File: src/rtl/toggle_tracker_pkg.sv
// Shared defaults and helpers for the toggle tracker.
// Optional per-channel counters are enabled by defining TOGGLE_TRACKER_COUNT_EN.
package toggle_tracker_pkg;

   localparam int DEFAULT_WIDTH = 4;
   localparam int DEFAULT_DEPTH = 4;
   localparam int DEFAULT_CNT_W = 8;

   // Occupancy must represent 0..DEPTH inclusive, hence one bit above the pointer width.
   function automatic int level_width(input int depth);
      return $clog2(depth) + 1;
   endfunction

endpackage

File: src/rtl/event_fifo.sv
// Registered event FIFO holding channel change masks; no fall-through.
// A push while full is dropped unless a pop happens on the same edge.
module event_fifo
   import toggle_tracker_pkg::*;
#(
   parameter int WIDTH = DEFAULT_WIDTH,
   parameter int DEPTH = DEFAULT_DEPTH
) (
   input  logic                            clk,
   input  logic                            rst,
   input  logic                            push,
   input  logic [WIDTH-1:0]                push_data,
   input  logic                            ready,
   output logic                            valid,
   output logic [WIDTH-1:0]                head,
   output logic [level_width(DEPTH)-1:0]   level,
   output logic                            drop
);

   localparam int PTR_W = $clog2(DEPTH);
   localparam int LVL_W = level_width(DEPTH);

   logic [WIDTH-1:0] mem_q [DEPTH];
   logic [WIDTH-1:0] mem_d [DEPTH];
   logic [PTR_W-1:0] rd_ptr_q, rd_ptr_d;
   logic [PTR_W-1:0] wr_ptr_q, wr_ptr_d;
   logic [LVL_W-1:0] count_q, count_d;
   logic             full;
   logic             pop;
   logic             do_push;

   assign valid = (count_q != '0);
   assign head  = mem_q[rd_ptr_q];
   assign level = count_q;

   // When full, a same-edge pop frees the slot the write pointer already aims at.
   always_comb begin
      full     = (count_q == LVL_W'(DEPTH));
      pop      = valid & ready;
      do_push  = push & (~full | pop);
      drop     = push & full & ~pop;
      mem_d    = mem_q;
      rd_ptr_d = rd_ptr_q;
      wr_ptr_d = wr_ptr_q;
      count_d  = count_q;
      if (do_push) begin
         mem_d[wr_ptr_q] = push_data;
         wr_ptr_d        = wr_ptr_q + PTR_W'(1);
      end
      if (pop) begin
         rd_ptr_d = rd_ptr_q + PTR_W'(1);
      end
      case ({do_push, pop})
         2'b10:   count_d = count_q + LVL_W'(1);
         2'b01:   count_d = count_q - LVL_W'(1);
         default: count_d = count_q;
      endcase
   end

   always_ff @(posedge clk) begin
      if (rst) begin
         rd_ptr_q <= '0;
         wr_ptr_q <= '0;
         count_q  <= '0;
         for (int i = 0; i < DEPTH; i++) begin
            mem_q[i] <= '0;
         end
      end else begin
         rd_ptr_q <= rd_ptr_d;
         wr_ptr_q <= wr_ptr_d;
         count_q  <= count_d;
         mem_q    <= mem_d;
      end
   end

endmodule

File: src/rtl/toggle_tracker.sv
// Registers monitored channels, queues per-cycle change masks and flags drops.
// Define TOGGLE_TRACKER_COUNT_EN to build the saturating per-channel toggle counters.
module toggle_tracker
   import toggle_tracker_pkg::*;
#(
   parameter int WIDTH  = DEFAULT_WIDTH,
   parameter int DEPTH  = DEFAULT_DEPTH,
   parameter int CNT_W  = DEFAULT_CNT_W,
   parameter int INVERT = 0
) (
   input  logic                            clk,
   input  logic                            rst,
   input  logic [WIDTH-1:0]                a,
   output logic [WIDTH-1:0]                b,
   input  logic                            clr,
   output logic                            evt_valid,
   input  logic                            evt_ready,
   output logic [WIDTH-1:0]                evt_mask,
   output logic [level_width(DEPTH)-1:0]   evt_level,
   output logic                            overflow,
   output logic [WIDTH*CNT_W-1:0]          cnt_flat
);

   localparam logic [WIDTH-1:0] INV_MASK = (INVERT != 0) ? '1 : '0;

   logic [WIDTH-1:0] a_q, a_d;
   logic [WIDTH-1:0] change;
   logic             overflow_q, overflow_d;
   logic             drop;

   assign b        = a_q ^ INV_MASK;
   assign overflow = overflow_q;

   // clr outranks a drop landing on the same edge.
   always_comb begin
      a_d        = a;
      change     = a ^ a_q;
      overflow_d = overflow_q;
      if (clr) begin
         overflow_d = 1'b0;
      end else if (drop) begin
         overflow_d = 1'b1;
      end
   end

   always_ff @(posedge clk) begin
      if (rst) begin
         a_q        <= '0;
         overflow_q <= 1'b0;
      end else begin
         a_q        <= a_d;
         overflow_q <= overflow_d;
      end
   end

   event_fifo #(
      .WIDTH (WIDTH),
      .DEPTH (DEPTH)
   ) u_fifo (
      .clk       (clk),
      .rst       (rst),
      .push      (|change),
      .push_data (change),
      .ready     (evt_ready),
      .valid     (evt_valid),
      .head      (evt_mask),
      .level     (evt_level),
      .drop      (drop)
   );

`ifdef TOGGLE_TRACKER_COUNT_EN
   logic [CNT_W-1:0] cnt_q [WIDTH];
   logic [CNT_W-1:0] cnt_d [WIDTH];

   // Counters stick at all-ones rather than wrapping.
   always_comb begin
      for (int i = 0; i < WIDTH; i++) begin
         cnt_d[i] = cnt_q[i];
         if (clr) begin
            cnt_d[i] = '0;
         end else if (change[i] && (cnt_q[i] != '1)) begin
            cnt_d[i] = cnt_q[i] + CNT_W'(1);
         end
      end
   end

   always_ff @(posedge clk) begin
      if (rst) begin
         for (int i = 0; i < WIDTH; i++) begin
            cnt_q[i] <= '0;
         end
      end else begin
         cnt_q <= cnt_d;
      end
   end

   for (genvar g = 0; g < WIDTH; g++) begin : g_cnt
      assign cnt_flat[g*CNT_W +: CNT_W] = cnt_q[g];
   end
`else
   assign cnt_flat = '0;
`endif

endmodule

File: config.mk
export PLATFORM = sky130hd
export DESIGN_NAME = toggle_tracker
export DESIGN_NICKNAME = d
export VERILOG_FILES = /design/src/rtl/toggle_tracker_pkg.sv /design/src/rtl/event_fifo.sv /design/src/rtl/toggle_tracker.sv
export SDC_FILE = /design/constraint.sdc
export NUM_CORES = 1
export LEC_CHECK = 0
export CELL_PAD_IN_SITES_DETAIL_PLACEMENT = 0
export CELL_PAD_IN_SITES_GLOBAL_PLACEMENT = 2
export CORE_ASPECT_RATIO = 0.7
export CORE_UTILIZATION = 29
export DETAILED_ROUTE_END_ITERATION = 16
export PLACE_DENSITY_LB_ADDON = 0.3
export SYNTH_ARGS = -nofsm -noshare
export SYNTH_HDL_FRONTEND = slang
export SYNTH_SLANG_ARGS = --single-unit
File: constraint.sdc
create_clock -name clk -period 4.8 [get_ports clk]
set_clock_uncertainty 0.15 [all_clocks]
set_input_delay 1.2 -clock clk [delete_from_list [all_inputs] [get_ports clk]]
set_output_delay 1.2 -clock clk [all_outputs]
set_load 0.005 [all_outputs]
==> run summary <==
The run finished with clean final reports. The pre-antenna-repair detailed-routing pass consisted of 4 iterations. Initial antenna violation count: 0. In this run the worst setup path begins at a[3]. In the post-synthesis netlist, the biggest area contributors are dfxtp_1 32%, buf_4 14%, nor3b_1 6.9%. The tightest slew margin relative to the limit was 0.539; the register bit total from synthesis was 28.

The number of slew-limit violations in the final report was 0; the count of flip-flops with a built-in enable after synthesis was 0. Clock-pin slew was measured on the worst setup and hold paths at 0.10 ns. For the detailed router's first-iteration violation count, the log shows 62.

After detailed routing, the average wire length per cell comes to 13.1 um. The final layout contains routed wiring with a total length of 3680 um. The effective utilization at floorplan came out at 0.303.

The sequential fraction of design power was 0.457. On the worst path, the slowest cell contributes a delay of 0.66 ns. Yosys mapped the design onto 31 distinct sky130hd cell types. The mean post-synth cell area is 9.13 um^2, and the number of sinks driven by the clock tree is 28.

Routability-driven placement finished with a final weighted congestion of 0.702. The minimum clock period is 3.74 ns, and the mapped cell area is 1740 um^2. The share of the clock period used by the worst path is 0.778, and the post-CTS resize count is 0. Detailed placement ended at an HPWL of 2650 um. The critical path goes through clkdlybuf4s50_1 -> xor2_1 -> o41a_4 -> inv_2 -> ha_1 -> inv_1 -> fa_1 -> xor2_1 -> or3_1 -> a21oi_1. The count of input and output buffers is 20, and the I/O pin count is 53. Summed over all cells, the static leakage comes to 0.707 nW.

The run gives 0 as the global-route congestion overflow total. For the number of max-cap violations, the log shows 0. Origin of the critical flop-to-flop path: u_fifo.level[0]. STA classifies the critical path endpoint as a flop. The synthesized instance count was 191; the total track usage was 0.126. In this run the power density over the cells is 374 nW/um^2. The logs give 3 for the number of buffers created by CTS and 3.80 ns for the critical path data arrival time. After detailed routing, the number of vias per cell comes to 4.32. The worst hold path begins at overflow. The tools report the root buffer selected by CTS as clkbuf_8. The run gives 0 as the number of setup buffers added after CTS. The number of vias in the routed layout is 1,214, and the standard cell core area is 5760 um^2. The run gives 222 as the final net count. Of all cell types, the one taking the most synthesized area is dfxtp_1. Entering global routing, the biggest net connects 22 pins. At the pin with the least slew margin, the transition time is 0.689 ns. Internal power comes to 474 uW. Share of total power in combinational logic: 0.362.

The run gives 0 as the number of endpoints failing setup at the final stage. TritonCTS built the clock tree. The worst setup path is launched from an input port. Among all flip-flop cells after synthesis, the most frequent one is dfxtp_1.

Setup repair after global routing left no endpoint under its margin. The share of power burned in the clock network was 0.181. The height of the die was 66.9 um; the critical-path maximum fanout was 19. Based on the critical path, the design can be clocked at up to 0.268 GHz. In this run the deepest clock path goes through 2 buffers.

Row generation in the floorplan step produced 23 rows. The insertion delay to the later sink of the worst-skew pair is 0.27 ns, and the switching part of the total power is 0.340. The CTS H-tree depth came out at 1. Data on the critical path is required at its endpoint by 4.86 ns.

Measured along the x axis, the die boundary spans 94.7 um. In this design, the critical path's most frequently occurring cell is xor2_1. The synthesis warning total was 0. The cell with the biggest individual delay on the critical path was o41a_4. The run gives 0 ns as the setup TNS.

The area enclosed by the die boundary is 6330 um^2. For this run, design rule violations remaining after detail routing come to 0. The repair_antennas step left the layout with diodes totalling 0. Across the VDD grid, the largest voltage drop is 0.000133 V. The total net switching power was 245 uW.

The top cell type's share of synthesized area is 0.322, and the number of hold buffers added after CTS is 0. The utilization after layout came out at 0.334. The critical path is of the input port to flop type. The tools report the final hold violation count as 0.

For the fill cell instance count of the final layout, the log shows 614. The first global-routing pass estimated 5980 um of wire. Once detail routing completed, the nets flagged for antenna violations numbered 0. The proportion of layout cells with a drive suffix above 1 was 0.0631; the area growth from synthesis to layout was 10.3%.

Fraction of synthesis flops using an asynchronous set or reset pin: 0. The number of global-route vias before repair was 1,083. The tightest min-delay check is of the flop to flop type. The proportion of synthesized chip area in sequential cells is 0.322.
final timing paths:
| check | slack (ns) | end | cells past startpoint |
|---|---|---|---|
| setup reg to reg | 2.07 | u_fifo.level[2] | 9 |
| setup / recovery | 1.06 | u_fifo.level[2] | 10 |
| hold reg to reg | 0.32 | overflow | 2 |
| hold / removal | 0.32 | overflow | 2 |
flip-flops by register name (all words and copies together), names as in the netlist:
name,flops
b,4
overflow,1
u_fifo.level,3
u_fifo.mem_q,16
u_fifo.rd_ptr_q,2
u_fifo.wr_ptr_q,2
layout make-up:
class,instances,area (um^2),area share
Clock buffer,3,41.3,0.0215
Inverter,7,26.3,0.0137
Multi-Input combinational cell,145,978,0.509
Sequential cell,28,561,0.291
Tap cell,75,93.8,0.0488
Timing Repair Buffer,23,223,0.116
layer usage:
metal  wire [um]  GRT usage  vias up
li1            -          -      627
met1        2100      0.203      553
met2        1390      0.167       32
met3         174     0.0308        2
met4          14     0.0114        0
met5           0          0        -
worst max-delay path: cells and delay by family:
family,cells,cell delay [ns]
buf+inv,3,0.63
xor+xnor,2,0.32
simple gates,1,0.30
fa+ha+maj,2,0.54
compound gates,2,0.80
cell usage after synthesis, drive strengths merged, types with 4 or more instances:
library cell / n
mux4: 4
nor3b: 16
nor2b: 8
nand2b: 18
inv: 7
xor2: 7
nor2: 7
a31oi: 16
ha: 5
dfxtp: 28
o21ai: 17
clkbuf: 7
buf: 35
power by group through the flow:
stage	registers, mW	clock network, mW	logic (mW)
after detailed placement	0.333	0	0.261
final	0.328	0.130	0.260
after CTS	0.328	0.136	0.262
after global placement	0.335	0	0.264
after floorplan	0.308	0	0.197
after global routing	0.340	0.144	0.291
per-stage QoR:
step / power [mW] / setup WS (ns) / hold slack, ns / cells / instance area [um^2]
2_1_floorplan: 0.505 / 1.21 / 0.292 / 222 / 1860
3_3_place_gp: 0.598 / 0.804 / 0.294 / 278 / 1880
3_5_place_dp: 0.594 / 0.757 / 0.296 / 278 / 1880
4_1_cts: 0.726 / 1.05 / 0.315 / 281 / 1920
5_1_grt: 0.775 / 0.922 / 0.364 / 281 / 1920
6_report: 0.718 / 1.06 / 0.321 / 281 / 1920
kinds of logic (layout without fill, tap and decap cells):
kind of cell,count (synthesis),in the layout,synth area share
buf+inv,49,33,0.184
fa+ha+maj,6,6,0.0474
simple gates,53,53,0.195
mux,6,6,0.0660
other cells,1,32,0.00215
xor+xnor,8,8,0.0402
compound gates,40,40,0.144
flops,28,28,0.322
placed cells by master, fill, tap and decap left out, types with 2 or more instances in the layout:
master,count
mux4_2,4
clkbuf_8,3
nor2_1,7
ha_1,5
clkdlybuf4s50_1,20
conb_1,32
nand2b_1,18
a21oi_1,2
inv_1,6
o21ai_1,16
dfxtp_1,28
buf_4,3
or3_1,2
nor3b_1,16
xor2_1,7
a31oi_1,16
nor2b_1,8
No activity file was read; power rests on OpenSTA's default activity.
